File: src/rtl/wb_pkg.sv
// rtl/wb_pkg.sv - shared defaults and index-width helper for the write-back arbiter
package wb_pkg;

  localparam int NREQ_DEF   = 3;
  localparam int AWIDTH_DEF = 5;
  localparam int DWIDTH_DEF = 32;

  // Width needed to hold a requester index 0..n-1 (at least one bit).
  function automatic int idx_width(input int n);
    return (n > 1) ? $clog2(n) : 1;
  endfunction

  localparam int IDX_W_DEF = idx_width(NREQ_DEF);

endpackage

File: src/rtl/rr_arbiter.sv
// rtl/rr_arbiter.sv - round-robin picker: valid vector + start pointer -> one-hot grant
module rr_arbiter
  import wb_pkg::*;
#(
  parameter int N  = NREQ_DEF,
  parameter int IW = idx_width(N)
) (
  input  logic [N-1:0]  valid,
  input  logic [IW-1:0] ptr,
  input  logic          enable,
  output logic [N-1:0]  grant,
  output logic [IW-1:0] winner,
  output logic          found
);

  // Scan from ptr upward, wrapping N-1 -> 0; the first valid requester wins.
  always_comb begin
    int            idx;
    logic [IW-1:0] idx_v;
    grant  = '0;
    winner = '0;
    found  = 1'b0;
    idx    = 0;
    idx_v  = '0;
    for (int k = 0; k < N; k++) begin
      idx = int'(ptr) + k;
      if (idx >= N) idx = idx - N;
      idx_v = IW'(idx);
      if (enable && !found && valid[idx_v]) begin
        found        = 1'b1;
        grant[idx_v] = 1'b1;
        winner       = idx_v;
      end
    end
  end

endmodule

File: src/rtl/wb_arbiter.sv
// rtl/wb_arbiter.sv - write-back port arbiter with optional pending-write scoreboard (WB_ARBITER_SCOREBOARD_EN)
module wb_arbiter
  import wb_pkg::*;
#(
  parameter int DWIDTH = DWIDTH_DEF,
  parameter int AWIDTH = AWIDTH_DEF,
  parameter int NREQ   = NREQ_DEF
) (
  input  logic                   w_clk,
  input  logic                   w_rst,
  input  logic [NREQ-1:0]        w_req_valid,
  input  logic [NREQ*AWIDTH-1:0] w_req_rd,
  input  logic [NREQ*DWIDTH-1:0] w_req_data,
  output logic [NREQ-1:0]        w_req_ready,
  input  logic                   w_hold,
  output logic                   w_rf_we,
  output logic [AWIDTH-1:0]      w_rf_addr,
  output logic [DWIDTH-1:0]      w_rf_data,
  input  logic                   w_issue_valid,
  input  logic [AWIDTH-1:0]      w_issue_rd,
  input  logic [AWIDTH-1:0]      w_rs1,
  input  logic [AWIDTH-1:0]      w_rs2,
  output logic                   w_rs1_busy,
  output logic                   w_rs2_busy
);

  localparam int IW = idx_width(NREQ);

  logic [IW-1:0]     ptr;
  logic [IW-1:0]     winner;
  logic              found;
  logic [NREQ-1:0]   grant;
  logic [AWIDTH-1:0] sel_rd;
  logic [DWIDTH-1:0] sel_data;

  // Grants are suppressed while held or in reset, so ready is all-zero then.
  rr_arbiter #(
    .N  (NREQ),
    .IW (IW)
  ) u_rr (
    .valid  (w_req_valid),
    .ptr    (ptr),
    .enable (~w_hold & ~w_rst),
    .grant  (grant),
    .winner (winner),
    .found  (found)
  );

  assign w_req_ready = grant;

  // One-hot mux of the winning requester's destination and data.
  always_comb begin
    sel_rd   = '0;
    sel_data = '0;
    for (int i = 0; i < NREQ; i++) begin
      if (grant[i]) begin
        sel_rd   = w_req_rd[i*AWIDTH +: AWIDTH];
        sel_data = w_req_data[i*DWIDTH +: DWIDTH];
      end
    end
  end

  // Pointer moves to one past the winner on a grant, otherwise holds.
  always_ff @(posedge w_clk or posedge w_rst) begin
    if (w_rst) begin
      ptr <= '0;
    end else if (found) begin
      ptr <= (winner == IW'(NREQ - 1)) ? '0 : winner + 1'b1;
    end
  end

  // Register the accepted request; rd=0 is consumed but never written.
  always_ff @(posedge w_clk or posedge w_rst) begin
    if (w_rst) begin
      w_rf_we   <= 1'b0;
      w_rf_addr <= '0;
      w_rf_data <= '0;
    end else if (found) begin
      w_rf_we   <= (sel_rd != '0);
      w_rf_addr <= sel_rd;
      w_rf_data <= sel_data;
    end else begin
      w_rf_we   <= 1'b0;
    end
  end

`ifdef WB_ARBITER_SCOREBOARD_EN
  localparam int NREG = 1 << AWIDTH;

  logic [NREG-1:0] pend;

  // Clear on write-back, then set on issue so a same-edge collision leaves it set.
  always_ff @(posedge w_clk or posedge w_rst) begin
    if (w_rst) begin
      pend <= '0;
    end else begin
      if (w_rf_we) pend[w_rf_addr] <= 1'b0;
      if (w_issue_valid && (w_issue_rd != '0)) pend[w_issue_rd] <= 1'b1;
    end
  end

  // A register being written this cycle is bypassed by the register file, so not busy.
  assign w_rs1_busy = (w_rs1 != '0) & pend[w_rs1] & ~(w_rf_we & (w_rf_addr == w_rs1));
  assign w_rs2_busy = (w_rs2 != '0) & pend[w_rs2] & ~(w_rf_we & (w_rf_addr == w_rs2));
`else
  logic unused_sb;

  assign unused_sb  = ^{w_issue_valid, w_issue_rd, w_rs1, w_rs2};
  assign w_rs1_busy = 1'b0;
  assign w_rs2_busy = 1'b0;
`endif

endmodule
File: config.mk
export PLATFORM = sky130hd
export DESIGN_NAME = wb_arbiter
export DESIGN_NICKNAME = d
export VERILOG_FILES = /design/src/rtl/wb_pkg.sv /design/src/rtl/rr_arbiter.sv /design/src/rtl/wb_arbiter.sv
export SDC_FILE = /design/constraint.sdc
export NUM_CORES = 1
export LEC_CHECK = 0
export ABC_AREA = 1
export ABC_CLOCK_PERIOD_IN_PS = 2880
export CAP_MARGIN = 20
export CORE_ASPECT_RATIO = 1.4
export CORE_MARGIN = 2
export CORE_UTILIZATION = 37
export CTS_BUF_LIST = sky130_fd_sc_hd__clkbuf_8
export CTS_CLUSTER_SIZE = 16
export DETAILED_ROUTE_END_ITERATION = 16
export HOLD_SLACK_MARGIN = 0.03
export PLACE_DENSITY = 0.87
export SLEW_MARGIN = 30
export SYNTH_ARGS = -nofsm -noshare
export SYNTH_HDL_FRONTEND = slang
export SYNTH_SLANG_ARGS = --single-unit
File: constraint.sdc
create_clock -name w_clk -period 2.88 [get_ports w_clk]
set_input_delay 0.432 -clock w_clk [delete_from_list [all_inputs] [get_ports w_clk]]
set_output_delay 0.432 -clock w_clk [all_outputs]
set_load 0.1 [all_outputs]
* After elaboration in Yosys (flattened, before gate mapping)
Cells that the tools add are included.
W data, S select, Z words.
** Storage, ports and cells
- Bits of input ports :: 133
- Word-level logic and storage cells :: 68
- Register bits :: 40
- Output and inout port bits :: 43
** Operators by class
- Magnitude comparators :: 9
- Reductions and logical operators :: 11
- Eq/ne operators :: 1
- $add $sub $neg :: 6
- Bitwise operators :: 5
- Muxes and demuxes :: 32
** Operator list (count)
- $mux W32 :: 3
- $mux W5 :: 3
- $mux W2 :: 7
- $mux W1 :: 10
- $lt A2 B3 Y1 const B :: 3
- $mux W3 :: 3
- $logic_and A1 B1 Y1 :: 8
- $bmux W1 S2 :: 3
- $demux W1 S2 :: 3
- $ge A2 B1 Y1 const B :: 3
- $ge A3 B2 Y1 const B :: 2
- $or A3 B3 Y3 :: 2
- $reduce_bool A5 Y1 :: 1
- $sub A2 B1 Y2 const B :: 2
- $add A2 B1 Y3 const B :: 1
- $add A2 B2 Y3 const B :: 1
- $add A2 B1 Y2 const B :: 1
- $eq A2 B2 Y1 const B :: 1
- $ge A2 B2 Y1 const B :: 1
- $logic_not A1 Y1 :: 2
- $not A1 Y1 :: 2
- $sub A2 B2 Y2 const B :: 1
- $and A1 B1 Y1 :: 1

* Logic depth before layout (Yosys ltp)
- Depth after elaboration :: 19
- Mapped depth :: 18
- Mapped depth without buffers :: 18

* Modules after synthesis
A second synthesis with hierarchy kept.
** Unflattened totals
- Cells, all modules :: 371
- Area total of the unflattened synthesis :: 2777.7 um^2
** By module, submodules not included
- wb_arbiter :: times used 1, area each 2416.1 um^2, sequential area each 1001.0 um^2, cells each 309
- rr_arbiter :: times used 1, area each 361.6 um^2, sequential area each 0.0 um^2, cells each 62

* Worst setup path before layout
OpenSTA, ideal clock, no wires.
- Kind :: flip-flop to output port
- Start :: register ptr[0]
- End :: output w_req_ready[1]
- Data arrival time :: 1948 ps
- Required time :: 2448 ps
- Buffers on the path :: 1
- Stages on the path, launching flop included :: 13
- Path slack :: 500 ps
- Cell sequence :: dfrtp_1 > inv_1 > ha_1 > inv_2 > nand2_1 > nand2_1 > nand2_2 > nor2_4 > nand3_1 > nand2_1 > inv_2 > nand2_4 > buf_2
** Between the ends
- Longest elaborated chain between the ends :: 14
- Elaborated cells between the ends (all ways) :: 46
- Those cells by class :: add/sub (5); order compare (9); mux (20); bitwise (2); reduce/logical (10)
** Ends and longest elaborated chain
- start: declaration :: RTL line wb_arbiter.sv:29 : logic [IW-1:0] ptr;
- start signal: assignment :: RTL line wb_arbiter.sv:68 : ptr <= (winner == IW'(NREQ - 1)) ? '0 : winner + 1'b1;
- parallel branches: the longest is 13 deep, another holds $add A2 B1 Y3
- $mux W3 * :: RTL line rr_arbiter.sv:29 : if (enable && !found && valid[idx_v]) begin
- end: declaration :: RTL line wb_arbiter.sv:14 : output logic [NREQ-1:0] w_req_ready,
Mark *: on every way between the ends. The select of a mux whose other input is x is not followed.

* Worst setup path in the final report
- Start :: register ptr[0]
- End :: output w_req_ready[0]
The elaborated chain is that of the path after synthesis.

==> out/summary.txt <==
GLOBAL ROUTING
----------------------------------------------------------------------------
Maximum number of pins on one net before global-route repair ..           31
Global-route wire length before repair ........................     14.78 mm
Vias in the first global route ................................        3,114
Total congestion overflow after global routing ................            0
Total global routing track utilization ........................       0.2427
Initial antenna violation count ...............................            0

LAYOUT
----------------------------------------------------------------------------
Final Net Count ...............................................          654
Ratio of cells with drive above 1 in the final layout .........       0.1942
Fillers .......................................................          655
Filler-free cell count of the finished design .................          610
Area Growth Syn to Fin ........................................       60.57%
Inserted Diodes ...............................................            0
Register area ................................................. 0.001001 mm²
Area of combinational cells with multiple inputs .............. 0.001414 mm²

STA
----------------------------------------------------------------------------
Final setup fails .............................................            0
Hold violation total from the final report ....................            0
Timing-limited maximum frequency ..............................    365.8 MHz
Final number of max-transition violations .....................            0
RSZ-0062 raised after global routing ..........................           no
Worst slew margin .............................................       0.6272
Post-Route Skew ...............................................  0.008462 ns
Ratio of final minimum period to clock period .................       0.9492
Total negative slack ..........................................         0 ns
Actual slew at the worst max-slew pin .........................    0.5585 ns
Final period demand of the worst path .........................     2.734 ns

POWER
----------------------------------------------------------------------------
Leak pwr ......................................................     2.110 nW
Net switching share of the total power ........................       0.6344
Worst voltage drop across the vdd grid ........................     923.8 µV
Power per standard cell area ..................................  1408 mW/mm²
Psw ...........................................................     3.820 mW
Int Power .....................................................     2.201 mW
Combinational Power Share .....................................        0.772
Share of total power in sequential cells ......................        0.173
Power share of the clock group ................................        0.055
Total power ...................................................     6.022 mW

LOGIC SYNTHESIS
----------------------------------------------------------------------------
Count of yosys warnings during synthesis ......................            0
Synthesized instance count ....................................          365
Netlist cell types ............................................           29
Synthesized area .............................................. 0.002663 mm²
Count of state elements after synthesis .......................           40
Part of the Yosys area used for sequential elements ...........       0.3759
Mean instance size in the synthesized netlist .................    7.295 µm²

ROUTING
----------------------------------------------------------------------------
Number of vias after detailed routing .........................        3,040
First DRT Iteration DRCs ......................................          163
Per-cell routed wire length ...................................     15.10 µm
Residual antenna-violating net count after detailed routing ...            0
Post-detailed-route DRC marker count ..........................            0
Detailed Routing Iterations Pass 1 ............................            4
Routed WL .....................................................     9.214 mm
Post-detailed-route via-to-cell ratio .........................        4.984

CTS
----------------------------------------------------------------------------
Clock latency on the worst-skew pair ..........................      0.28 ns
Clock-pin transition on the worst setup and hold timing paths .      0.08 ns
Maximum buffer depth of the clock tree ........................            2
TritonCTS buffer count ........................................            5
CTS sink count ................................................           40
CTS tree ......................................................          yes
Resized cells post-CTS ........................................            1
H-Tree Level Count ............................................            2
Cell at the root of the clock tree ............................     clkbuf_8
CTS hold repair buffers .......................................            0
Setup bufs post-CTS ...........................................            0

PLACE
----------------------------------------------------------------------------
Number of buffers added on ports ..............................          157
Half-perimeter wire length after detailed placement ...........     7.045 mm
Final RePlAce weighted congestion .............................       0.8694
Instance count after placement with tap cells included ........          606

FLOORPLAN
----------------------------------------------------------------------------
Initial Utilization ...........................................       0.3814
Die height ....................................................     104.4 µm
Core outline area ............................................. 0.006982 mm²
Die Footprint ................................................. 0.007900 mm²
Row count .....................................................           36
Chip width ....................................................     75.70 µm
Number of I/O pins ............................................          176

WORST SETUP PATH
----------------------------------------------------------------------------
Biggest cell delay along the critical path ....................      0.41 ns
Worst Path Buf+Inv ............................................            3
WS Path Type .................................................. flop to output pin
WP data arrival ...............................................      2.30 ns
Data required time of the critical path .......................      2.45 ns
Chain of cells forming the critical path ...................... inv_1 > ha_2 > inv_2 > nand2_1 > nand2_1 > nand2_1 > nand3_2 > nor2_4 > nand2_1 > nand2_2 > buf_12
Critical path fanouts, max ....................................           11
CP endpoint kind ..............................................   output pin
Kind of cell adding the most delay to the critical path ....... simple AND/OR/NAND/NOR gates
CP max stage cell .............................................      dfrtp_1
Most repeated library cell on the critical path ...............      nand2_1
CP Launch Type ................................................         flop

OUTCOME
----------------------------------------------------------------------------
Outcome ....................................................... finished clean

FLOW RUN
----------------------------------------------------------------------------
Maximum capacitance violations ................................            0

MIN PATH
----------------------------------------------------------------------------
Class of the worst hold path .................................. flop to flop

==> layout make-up <==
| class | instances | share of cell area |
|---|---|---|
| Timing Repair Buffer | 168 | 0.3746 |
| Multi-Input combinational cell | 284 | 0.3307 |
| Sequential cell | 40 | 0.2341 |
| Tap cell | 95 | 0.02780 |
| Inverter | 18 | 0.01668 |
| Clock buffer | 5 | 0.01610 |
==> tightest hold or removal path, cell delays in order (launching register included) <==
cell	delay, ns
dfrtp_1	0.34
nand2_1	0.05
nand2_1	0.05
==> registers in the layout, indices dropped and copies added, names as in the netlist <==
signal,flops
w_rf_we,1
w_rf_data,32
ptr,2
w_rf_addr,5
==> per-layer routing <==
layer  part of all wire  up-vias  GRT usage  wire, µm
li1                   -     1484          -         -
met1               0.38     1421     0.2743      3504
met4              0.031        0    0.09023       285
met3              0.046       22    0.04651       421
met2               0.54      113     0.4323      5003
met5                  0        -          0         0
==> power by group through the flow <==
stage	combinational [mW]	sequential (mW)	clock, mW
floorplan	1.65	2.97	0
global placement	4.58	1.03	0
detailed placement	4.68	1.04	0
CTS	4.68	1.04	0.343
global route	4.97	1.07	0.357
finish	4.65	1.04	0.333
==> placed cells by master, fill, tap and decap left out, types with 3 or more instances in the layout <==
cell type and instances:
nor2_1 4, a21oi_1 19, or2_0 3, a21oi_2 20, o21ai_1 31, buf_12 4
o21ai_0 4, nand2_2 5, nand3_1 45, clkbuf_8 5, inv_1 10, ha_1 3
nand2_1 135, clkdlybuf4s50_1 116, buf_4 48, inv_2 6, dfrtp_1 40
==> metrics by stage <==
stage               setup slack [ns]  hold slack, ns  area (µm²)    util
floorplan                     0.5004          0.5072        2666       -
global placement              0.2611          0.4649        4210  0.6030
detailed placement            0.2396          0.4661        4212  0.6032
CTS                          0.05750          0.4854        4283  0.6134
global route                 0.01297          0.5183        4275  0.6124
finish                        0.1462          0.4834        4275  0.6124
==> cell usage after synthesis <==
cell type / number / area, µm²
buf_4: 5 / 37.54
a21oi_2: 20 / 175.2
o2111ai_1: 1 / 8.760
o21ai_2: 1 / 8.760
a21o_1: 1 / 7.510
nand3_2: 1 / 10.01
nor2_4: 2 / 22.52
o21ai_1: 31 / 155.2
nand2_1: 135 / 506.7
inv_4: 1 / 6.260
a21oi_1: 19 / 95.09
inv_1: 11 / 41.29
buf_12: 2 / 40.04
inv_2: 6 / 22.52
nand4_2: 1 / 12.51
dfrtp_1: 40 / 1001
nand4_1: 1 / 6.260
buf_2: 10 / 50.05
nand2_4: 2 / 22.52
conb_1: 1 / 3.750
buf_6: 4 / 45.04
or2_0: 3 / 18.77
nand2_2: 5 / 31.28
ha_1: 4 / 50.05
nand3_1: 45 / 225.2
nor2_1: 4 / 15.01
nor2_2: 2 / 12.51
clkbuf_1: 3 / 11.26
o21ai_0: 4 / 20.02
==> logic make-up (layout without fill, tap and decap cells) <==
group,after synthesis,after routing,synth area share
simple gates,201,201,0.3318
flops,40,40,0.3759
buf+inv,42,191,0.09540
compound gates,77,77,0.1767
fa+ha+maj,4,4,0.01880
other cells,1,2,0.001408
==> path summary, 6_finish.rpt <==
path	start	endpoint	slack [ns]	depth (start not counted)
max	ptr[0]	w_req_ready[0]	0.15	11
min in group asynchronous	w_rst	w_rf_data[8]	0.55	2
min	w_rf_data[28]	w_rf_data[28]	0.48	2
max reg2reg	ptr[0]	w_rf_data[11]	0.25	17
max in group asynchronous	w_rst	w_rf_addr[0]	1.77	3
min reg2reg	w_rf_data[28]	w_rf_data[28]	0.48	2
Note: power is estimated with default switching activity, not from simulation.
